[config.mk]
export PLATFORM = sky130hd
export DESIGN_NAME = os_psum_drain
export DESIGN_NICKNAME = d
export VERILOG_FILES = /design/src/rtl/os_pkg.sv /design/src/rtl/os_drain_buf.sv /design/src/rtl/os_psum_drain.sv
export SDC_FILE = /design/constraint.sdc
export NUM_CORES = 1
export LEC_CHECK = 0
export CAP_MARGIN = 0
export CORE_ASPECT_RATIO = 1.75
export CORE_MARGIN = 2
export CORE_UTILIZATION = 53
export DETAILED_ROUTE_END_ITERATION = 10
export GPL_TIMING_DRIVEN = 1
export PLACE_DENSITY = 0.95
export REMOVE_ABC_BUFFERS = 1
export SLEW_MARGIN = 10
export SYNTH_ARGS = -nofsm -noshare
export SYNTH_HDL_FRONTEND = slang
export SYNTH_SLANG_ARGS = --single-unit
export TNS_END_PERCENT = 10
[constraint.sdc]
create_clock -name clk -period 7.2 [get_ports clk]
set_clock_uncertainty 0.1 [all_clocks]
set_input_delay 1.44 -clock clk [delete_from_list [all_inputs] [get_ports clk]]
set_output_delay 1.44 -clock clk [all_outputs]
set_load 0.05 [all_outputs]
[src/rtl/os_pkg.sv]
// Shared definitions for the output-stationary psum drain controller:
// tile instruction encodings and FSM state codes.
package os_pkg;

    // Tile instruction bus encodings
    localparam logic [1:0] INST_HOLD  = 2'b00;
    localparam logic [1:0] INST_CLEAR = 2'b01;
    localparam logic [1:0] INST_EXEC  = 2'b10;

    // Controller state encoding
    typedef logic [2:0] state_t;

    localparam state_t ST_IDLE    = 3'd0;
    localparam state_t ST_EXEC    = 3'd1;
    localparam state_t ST_SETTLE  = 3'd2;
    localparam state_t ST_CAPTURE = 3'd3;
    localparam state_t ST_CLEAR   = 3'd4;
    localparam state_t ST_DRAIN   = 3'd5;

endpackage

[src/rtl/os_drain_buf.sv]
// Capture buffer and valid/ready serializer for the tile row.
// All col sums load in parallel on 'load'; while 'drain_en' is high the
// words are presented in index order and advance on each accepted transfer.
module os_drain_buf #(
    parameter int col     = 4,
    parameter int psum_bw = 16
) (
    input  logic                     clk,
    input  logic                     reset,
    input  logic                     load,
    input  logic [col*psum_bw-1:0]   tile_psum,
    input  logic                     drain_en,
    input  logic                     out_ready,
    output logic [psum_bw-1:0]       out_data,
    output logic [$clog2(col)-1:0]   out_idx,
    output logic                     out_valid,
    output logic                     last_xfer
);

    localparam int IW = $clog2(col);

    logic [psum_bw-1:0] cap_q [col];
    logic [IW-1:0]      idx_q;
    logic               fire;

    assign out_valid = drain_en;
    assign fire      = out_valid & out_ready;
    assign last_xfer = fire && (idx_q == IW'(col - 1));
    assign out_data  = cap_q[idx_q];
    assign out_idx   = idx_q;

    // Parallel capture of every tile's sum; cleared on reset
    always_ff @(posedge clk or posedge reset) begin
        if (reset) begin
            for (int i = 0; i < col; i++) cap_q[i] <= '0;
        end else if (load) begin
            for (int i = 0; i < col; i++) cap_q[i] <= tile_psum[i*psum_bw +: psum_bw];
        end
    end

    // Read index: restarts at capture, advances on each transfer, wraps after the last word
    always_ff @(posedge clk or posedge reset) begin
        if (reset) begin
            idx_q <= '0;
        end else if (load) begin
            idx_q <= '0;
        end else if (fire) begin
            idx_q <= last_xfer ? '0 : idx_q + IW'(1);
        end
    end

endmodule

[src/rtl/os_psum_drain.sv]
// Sequencer and read-out for a row of output-stationary MAC tiles.
// Runs the tiles for k_len fed cycles, lets their output registers settle,
// captures all sums, clears the tiles, then streams the sums out.
// Optional macro OS_DRAIN_ERR_EN: enables the sticky capture-error flag that
// reports any tile_valid bit low at capture time.
//
//   state      | meaning
//   -----------+------------------------------------------------------
//   ST_IDLE    | waiting for start; k_len latched on start
//   ST_EXEC    | tiles execute on feed_valid cycles until k_len reached
//   ST_SETTLE  | one hold cycle for the tiles' output register
//   ST_CAPTURE | hold; all sums loaded into the buffer at exit edge
//   ST_CLEAR   | one clear instruction to the tiles
//   ST_DRAIN   | serialize col words over valid/ready
module os_psum_drain
    import os_pkg::*;
#(
    parameter int col     = 4,
    parameter int psum_bw = 16,
    parameter int kw      = 8
) (
    input  logic                     clk,
    input  logic                     reset,
    input  logic                     start,
    input  logic [kw-1:0]            k_len,
    input  logic                     feed_valid,
    output logic [1:0]               inst_w,
    input  logic [col-1:0]           tile_valid,
    input  logic [col*psum_bw-1:0]   tile_psum,
    output logic [psum_bw-1:0]       out_data,
    output logic [$clog2(col)-1:0]   out_idx,
    output logic                     out_valid,
    input  logic                     out_ready,
    output logic                     busy,
    output logic                     done,
    output logic                     err
);

    state_t          state_q;
    logic [kw-1:0]   k_lat_q;
    logic [kw-1:0]   exec_cnt_q;
    logic            done_q;
    logic            last_xfer;
    logic            start_ok;

    assign start_ok = (state_q == ST_IDLE) && start;

    // Main sequencer, execute counter and done pulse
    always_ff @(posedge clk or posedge reset) begin
        if (reset) begin
            state_q    <= ST_IDLE;
            k_lat_q    <= '0;
            exec_cnt_q <= '0;
            done_q     <= 1'b0;
        end else begin
            done_q <= 1'b0;
            case (state_q)
                ST_IDLE: begin
                    if (start) begin
                        k_lat_q    <= k_len;
                        exec_cnt_q <= '0;
                        state_q    <= (k_len == '0) ? ST_SETTLE : ST_EXEC;
                    end
                end
                ST_EXEC: begin
                    // compare against k-1 so k_len = 2^kw-1 never needs a wider counter
                    if (feed_valid) begin
                        if (exec_cnt_q == k_lat_q - kw'(1)) begin
                            exec_cnt_q <= '0;
                            state_q    <= ST_SETTLE;
                        end else begin
                            exec_cnt_q <= exec_cnt_q + kw'(1);
                        end
                    end
                end
                ST_SETTLE:  state_q <= ST_CAPTURE;
                ST_CAPTURE: state_q <= ST_CLEAR;
                ST_CLEAR:   state_q <= ST_DRAIN;
                ST_DRAIN: begin
                    if (last_xfer) begin
                        state_q <= ST_IDLE;
                        done_q  <= 1'b1;
                    end
                end
                default: state_q <= ST_IDLE;
            endcase
        end
    end

    // Tile instruction decode; execute only issued on fed cycles
    always_comb begin
        inst_w = INST_HOLD;
        if (state_q == ST_EXEC && feed_valid) inst_w = INST_EXEC;
        else if (state_q == ST_CLEAR)         inst_w = INST_CLEAR;
    end

    assign busy = (state_q != ST_IDLE);
    assign done = done_q;

    os_drain_buf #(
        .col     (col),
        .psum_bw (psum_bw)
    ) u_drain_buf (
        .clk       (clk),
        .reset     (reset),
        .load      (state_q == ST_CAPTURE),
        .tile_psum (tile_psum),
        .drain_en  (state_q == ST_DRAIN),
        .out_ready (out_ready),
        .out_data  (out_data),
        .out_idx   (out_idx),
        .out_valid (out_valid),
        .last_xfer (last_xfer)
    );

`ifdef OS_DRAIN_ERR_EN
    logic err_q;

    // Sticky error: set when a tile reports invalid at capture, cleared by a new pass
    always_ff @(posedge clk or posedge reset) begin
        if (reset) begin
            err_q <= 1'b0;
        end else if (start_ok) begin
            err_q <= 1'b0;
        end else if (state_q == ST_CAPTURE && !(&tile_valid)) begin
            err_q <= 1'b1;
        end
    end

    assign err = err_q;
`else
    logic unused_tile_valid;
    logic unused_start_ok;

    assign unused_tile_valid = ^tile_valid;
    assign unused_start_ok   = start_ok;
    assign err               = 1'b0;
`endif

endmodule

**Word level (Yosys, flattened, before mapping)**

Index checks and enable logic that the tools add are counted.

- Add/subtract/negate cells: 3
- $mul: 0
- Divide/modulo/power cells: 0
- Order comparisons: 1
- Eq/ne operators: 11
- Shift-type cells: 0
- Muxes and demuxes: 20
- Bitwise logic cells: 2
- Reductions and logical operators: 10

Operators with widths:

| cell | count |
|---|---|
| binary-select mux 16 bit (select 2 bit) | 1 |
| two-way mux 16 bit | 2 |
| two-way mux 8 bit | 3 |
| one-hot mux 3 bit (6 select lines) | 1 |
| one-hot mux 8 bit (2 select lines) | 1 |
| two-way mux 3 bit | 4 |
| two-way mux 2 bit | 5 |
| adder 8 x 1 -> 8 bit, second input constant | 1 |
| == test 8 bit | 1 |
| zero test 8 bit | 1 |
| inequality test 2 bit, second input constant | 4 |
| subtractor 8 x 1 -> 8 bit, second input constant | 1 |
| == test 3 x 2 -> 1 bit, second input constant | 2 |
| == test 3 bit, second input constant | 2 |
| AND reduction 4 bit | 1 |
| nonzero test 2 bit | 2 |
| == test 3 x 1 -> 1 bit, second input constant | 1 |
| greater-or-equal comparator 3 bit, second input constant | 1 |
| zero test 3 bit | 1 |
| two-way mux 1 bit | 3 |
| inverter 2 -> 3 bit | 1 |
| AND reduction 3 bit | 1 |
| nonzero test 3 bit | 1 |
| adder 2 x 1 -> 2 bit, second input constant | 1 |
| 4 further kinds | 5 |

- Flip-flop bits (word level): 86
- Bits in latches: 0
- RAM bits: 0
- Bits in read-only memories: 0
- Bits of input ports: 81
- Output and inout bits: 24
- Word-level logic and storage cells: 56
- Memories: 0

**Longest topological paths before layout**

- Word-level depth: 6
- Gate-level depth with buffers: 8
- Depth with buffers taken out: 8

**Modules after synthesis**

From an unflattened synthesis, not the netlist that was laid out.

- Cell total of the unflattened synthesis: 312
- Area total of the unflattened synthesis: 4244.1 µm²

Modules (own cells, without submodules):

| module | instances | cells an instance | area each (µm²) | seq. area each (µm²) |
|---|---|---|---|---|
| os_drain_buf | 1 | 167 | 2921.6 | 1651.6 |
| os_psum_drain | 1 | 145 | 1322.5 | 500.5 |

**Least setup slack after synthesis**

OpenSTA, ideal clock, no wires.

- Path kind: register -> output
- Start: reg u_drain_buf.idx_q[0], in the netlist u_drain_buf.out_idx[0]
- End: out out_data[10]
- Arrival time: 2.185 ns
- Data required time: 5.660 ns
- Path slack: 3.475 ns
- Stages on the path, launching flop included: 4
- Path buffers: 2
- Cells stage by stage: dfrtp_1 clkbuf_1 buf_2 mux4_2

- Cells in the longest elaborated chain, start to end: 4

RTL lines:

| element | line | source |
|---|---|---|
| start, declared | os_drain_buf.sv:23 | `logic [IW-1:0] idx_q;` |
| start signal, assigned | os_drain_buf.sv:48 | `idx_q <= last_xfer ? '0 : idx_q + IW'(1);` |
| inverter 2 -> 3 bit (not written as such) | os_drain_buf.sv:29 | `assign out_data = cap_q[idx_q];` |
| binary-select mux 16 bit (select 2 bit) | os_drain_buf.sv:29 |  |
| two-way mux 16 bit (not written as such) (2 in series) | os_drain_buf.sv:29 |  |
| end, declared | os_psum_drain.sv:30 | `output logic [psum_bw-1:0] out_data,` |

No other way between the ends. The select of a mux whose other input is x is not followed.

**Worst setup path in the final report**

- Start: in feed_valid
- End: out inst_w[1]

- Cells in the longest elaborated chain, start to end: 2

RTL lines:

| element | line | source |
|---|---|---|
| start, declared | os_psum_drain.sv:26 | `input logic feed_valid,` |
| logical AND 1 bit | os_psum_drain.sv:93 | `if (state_q == ST_EXEC && feed_valid) inst_w = INST_EXEC;` |
| two-way mux 2 bit | os_psum_drain.sv:93 |  |
| end, declared | os_psum_drain.sv:27 | `output logic [1:0] inst_w,` |

No other way between the ends.

==> metrics.yaml <==
floorplanning:
  die-area_um2: 8562
  start_util: 0.5471
  io_pins: 105
  fp.dieH_um: 120.9
  die_w_um: 70.81
  row_count: 42
  coreArea_um2: 7567
route:
  wl_per_cell_um: 15.60
  drc: 0
  num_vias: 3408
  firstDrtPassIters: 4
  drtIter0Drc: 288
  wl_mm: 9.610
  vias_per_cell: 5.532
  antenna_left: 0
final_layout:
  nNetsFinal: 608
  area_growth_pct: 32.12
  drive_above_1_share: 0.1080
  nFillCells: 547
  antennaDiodeCount: 0
  final_util: 0.7229
logic_synthesis:
  synth_top_area_frac: 0.5198
  synth-edff-count: 0
  yosys-top-cells-area: "dfrtp_1 52%, nand2_1 18%, mux4_2 8.7%, mux2_2 1.6%, clkbuf_1 1.4%"
  yosysUniqueCellTypes: 47
  synth_ff_type: "dfrtp_1"
  yosys-top-cells-count: "200 x nand2_1, 86 x dfrtp_1, 16 x mux4_2, 15 x clkbuf_1, 10 x nor2_1"
  yosysMostFrequentCell: "nand2_1"
  synthCells: 435
  yosysWarnings: 0
  avgSynthCellArea_um2: 9.518
  yosysTopAreaCell: "dfrtp_1"
  async_flop_share: 1.000
  seq_area_frac_synth: 0.5198
  synth_area_um2: 4140
  ys_ff_latch: 86
placement:
  pre_cts_slack_ns: 2.780
  dpl.hpwl_mm: 6.759
  gp_congestion: 0.8191
  port_buffers: 99
worst_setup_path:
  critPathBufInv: 2
  critical_path_peak_fanout: 3
  rr_startpoint: "k_lat_q[0]"
  crit_path_top_delay_cell: "clkdlybuf4s50_1"
  crit_type: "in -> out"
  max_stage_delay_ns: 0.79
  crit_chain: "clkdlybuf4s50_1 -> and3_1 -> clkdlybuf4s50_1"
  path_common_cell: "clkdlybuf4s50_1"
  crit_start: "feed_valid"
  worstSetupEndpointType: "output port"
  crit_arrival_ns: 2.89
  worstPathRequired_ns: 5.66
  path_delay_family: "buffers and inverters"
  startpoint_type: "input port"
run:
  maxCapViolCount: 0
timing:
  maxSlewViolCount: 0
  max_slew_margin: 0.2395
  setup_viol: 0
  fin_ws_ns: 2.770
  tightestPinTransition_ns: 1.141
  setup-tns-final_ns: 0
  rsz0062_at_grt: "false"
  post-route-period-util: 0.6153
  hold_viol_final: 0
  period_minus_slack_ns: 4.430
  max_freq_mhz: 225.7
clock_network:
  postCtsSetupRepairBufs: 0
  clockBufferDepth: 2
  htreeDepth: 3
  ctsHoldBuffers: 0
  cts_tree: "yes"
  clk_pin_slew_worst_paths_ns: 0.06
  cts.repair.resized: 0
  worstSkewPairLatency_ns: 0.33
  cts_root_buf: "clkbuf_16"
  cts_inserted_buffers: 9
  cts.sinks: 86
global_route:
  antenna_found_initial: 0
  grt_pass1_wl_mm: 16.22
  gr-total-overflow: 0
  grt_max_degree: 87
  grt_pass1_vias: 3492
  track_usage: 0.2418
status:
  status: "completed"
min_path:
  holdCritPathClass: "reg -> reg"
  worstHoldStart: "u_drain_buf.cap_q[25]"
power_and_ir_drop:
  power_uw: 2712
  irDropWorstVdd_mv: 0.3629
  p_leak_uw: 0.002538
  p_per_area_nw_per_um2: 495.8
==> worst paths after layout <==
path | to | slack (ns) | cells past startpoint
max | inst_w[1] | 2.77 | 3
min | u_drain_buf.cap_q[25] | 0.37 | 2
max reg2reg | exec_cnt_q[0] | 4.85 | 6
min reg2reg | u_drain_buf.cap_q[25] | 0.37 | 2
max in group asynchronous | u_drain_buf.cap_q[31] | 4.62 | 3
min in group asynchronous | u_drain_buf.cap_q[58] | 1.64 | 3
==> routing by layer <==
metal	share of wire	GRT usage	vias to the layer above
li1	-	-	1617
met1	0.37	0.2900	1662
met2	0.56	0.4153	110
met3	0.049	0.05150	19
met4	0.024	0.1061	0
met5	0	0	-
==> power by group <==
part           switching [µW]  internal (µW)  total [µW]
Sequential                186            717         903
Combinational             803            555        1360
Clock                     176            275         450
==> cell usage in the layout (no fill, tap or decap), drive strengths merged, types with 2 or more instances in the layout <==
| cell | count |
|---|---|
| a31o | 2 |
| xor2 | 5 |
| clkdlybuf4s50 | 99 |
| or4 | 2 |
| or3 | 2 |
| nor2b | 2 |
| dfrtp | 86 |
| buf | 4 |
| ha | 3 |
| o21ai | 9 |
| a21oi | 5 |
| nor4 | 2 |
| a41oi | 2 |
| nand3 | 6 |
| a211oi | 3 |
| xnor2 | 4 |
| and3b | 2 |
| nand3b | 2 |
| a31oi | 2 |
| nor2 | 11 |
| mux2 | 6 |
| mux2i | 2 |
| and3 | 8 |
| clkbuf | 11 |
| nand2 | 200 |
| inv | 4 |
| nor3b | 3 |
| nor3 | 10 |
| clkinv | 3 |
| mux4 | 16 |
==> registers in the layout, summed over array words and instances (netlist names) <==
register             count
u_drain_buf.cap_q       64
exec_cnt_q               8
k_lat_q                  8
state_q                  3
u_drain_buf.out_idx      2
done                     1
==> worst reg2reg max path: cells and delay by family, from the launching register on <==
kind            cells  cell delay (ns)
compound gates      2             0.47
simple gates        3             1.16
flops               1             0.42
mux                 1             0.13
==> per-stage QoR <==
stage	std cells	hold WS, ns	area [µm²]
after floorplan	410	0.3403	4040
after global placement	601	0.3520	5180
after detailed placement	601	0.3581	5180
after CTS	616	0.3737	5470
after global routing	616	0.3887	5470
final	616	0.3725	5470
==> kinds of logic after synthesis <==
group	count (synthesis)	synth area share
muxes	24	0.1082
buffers and inverters	30	0.02871
xor gates and xnor gates	9	0.01904
and+or+nand+nor	254	0.2641
other	1	0.0009057
adders and majority gates	3	0.009067
AOI/OAI and AO/OA	28	0.05017
DFF	86	0.5198
==> layout make-up <==
class | instances | area, µm² | share of cell area
tap | 88 | 110.1 | 0.02013
timing repair buffer | 103 | 1021 | 0.1866
clock inverter | 4 | 47.55 | 0.008692
multi-input combinational | 319 | 1877 | 0.3431
clock buffer | 11 | 242.7 | 0.04437
inverter | 5 | 20.02 | 0.003660
sequential | 86 | 2152 | 0.3934
Power figures use the tool's default switching activity.
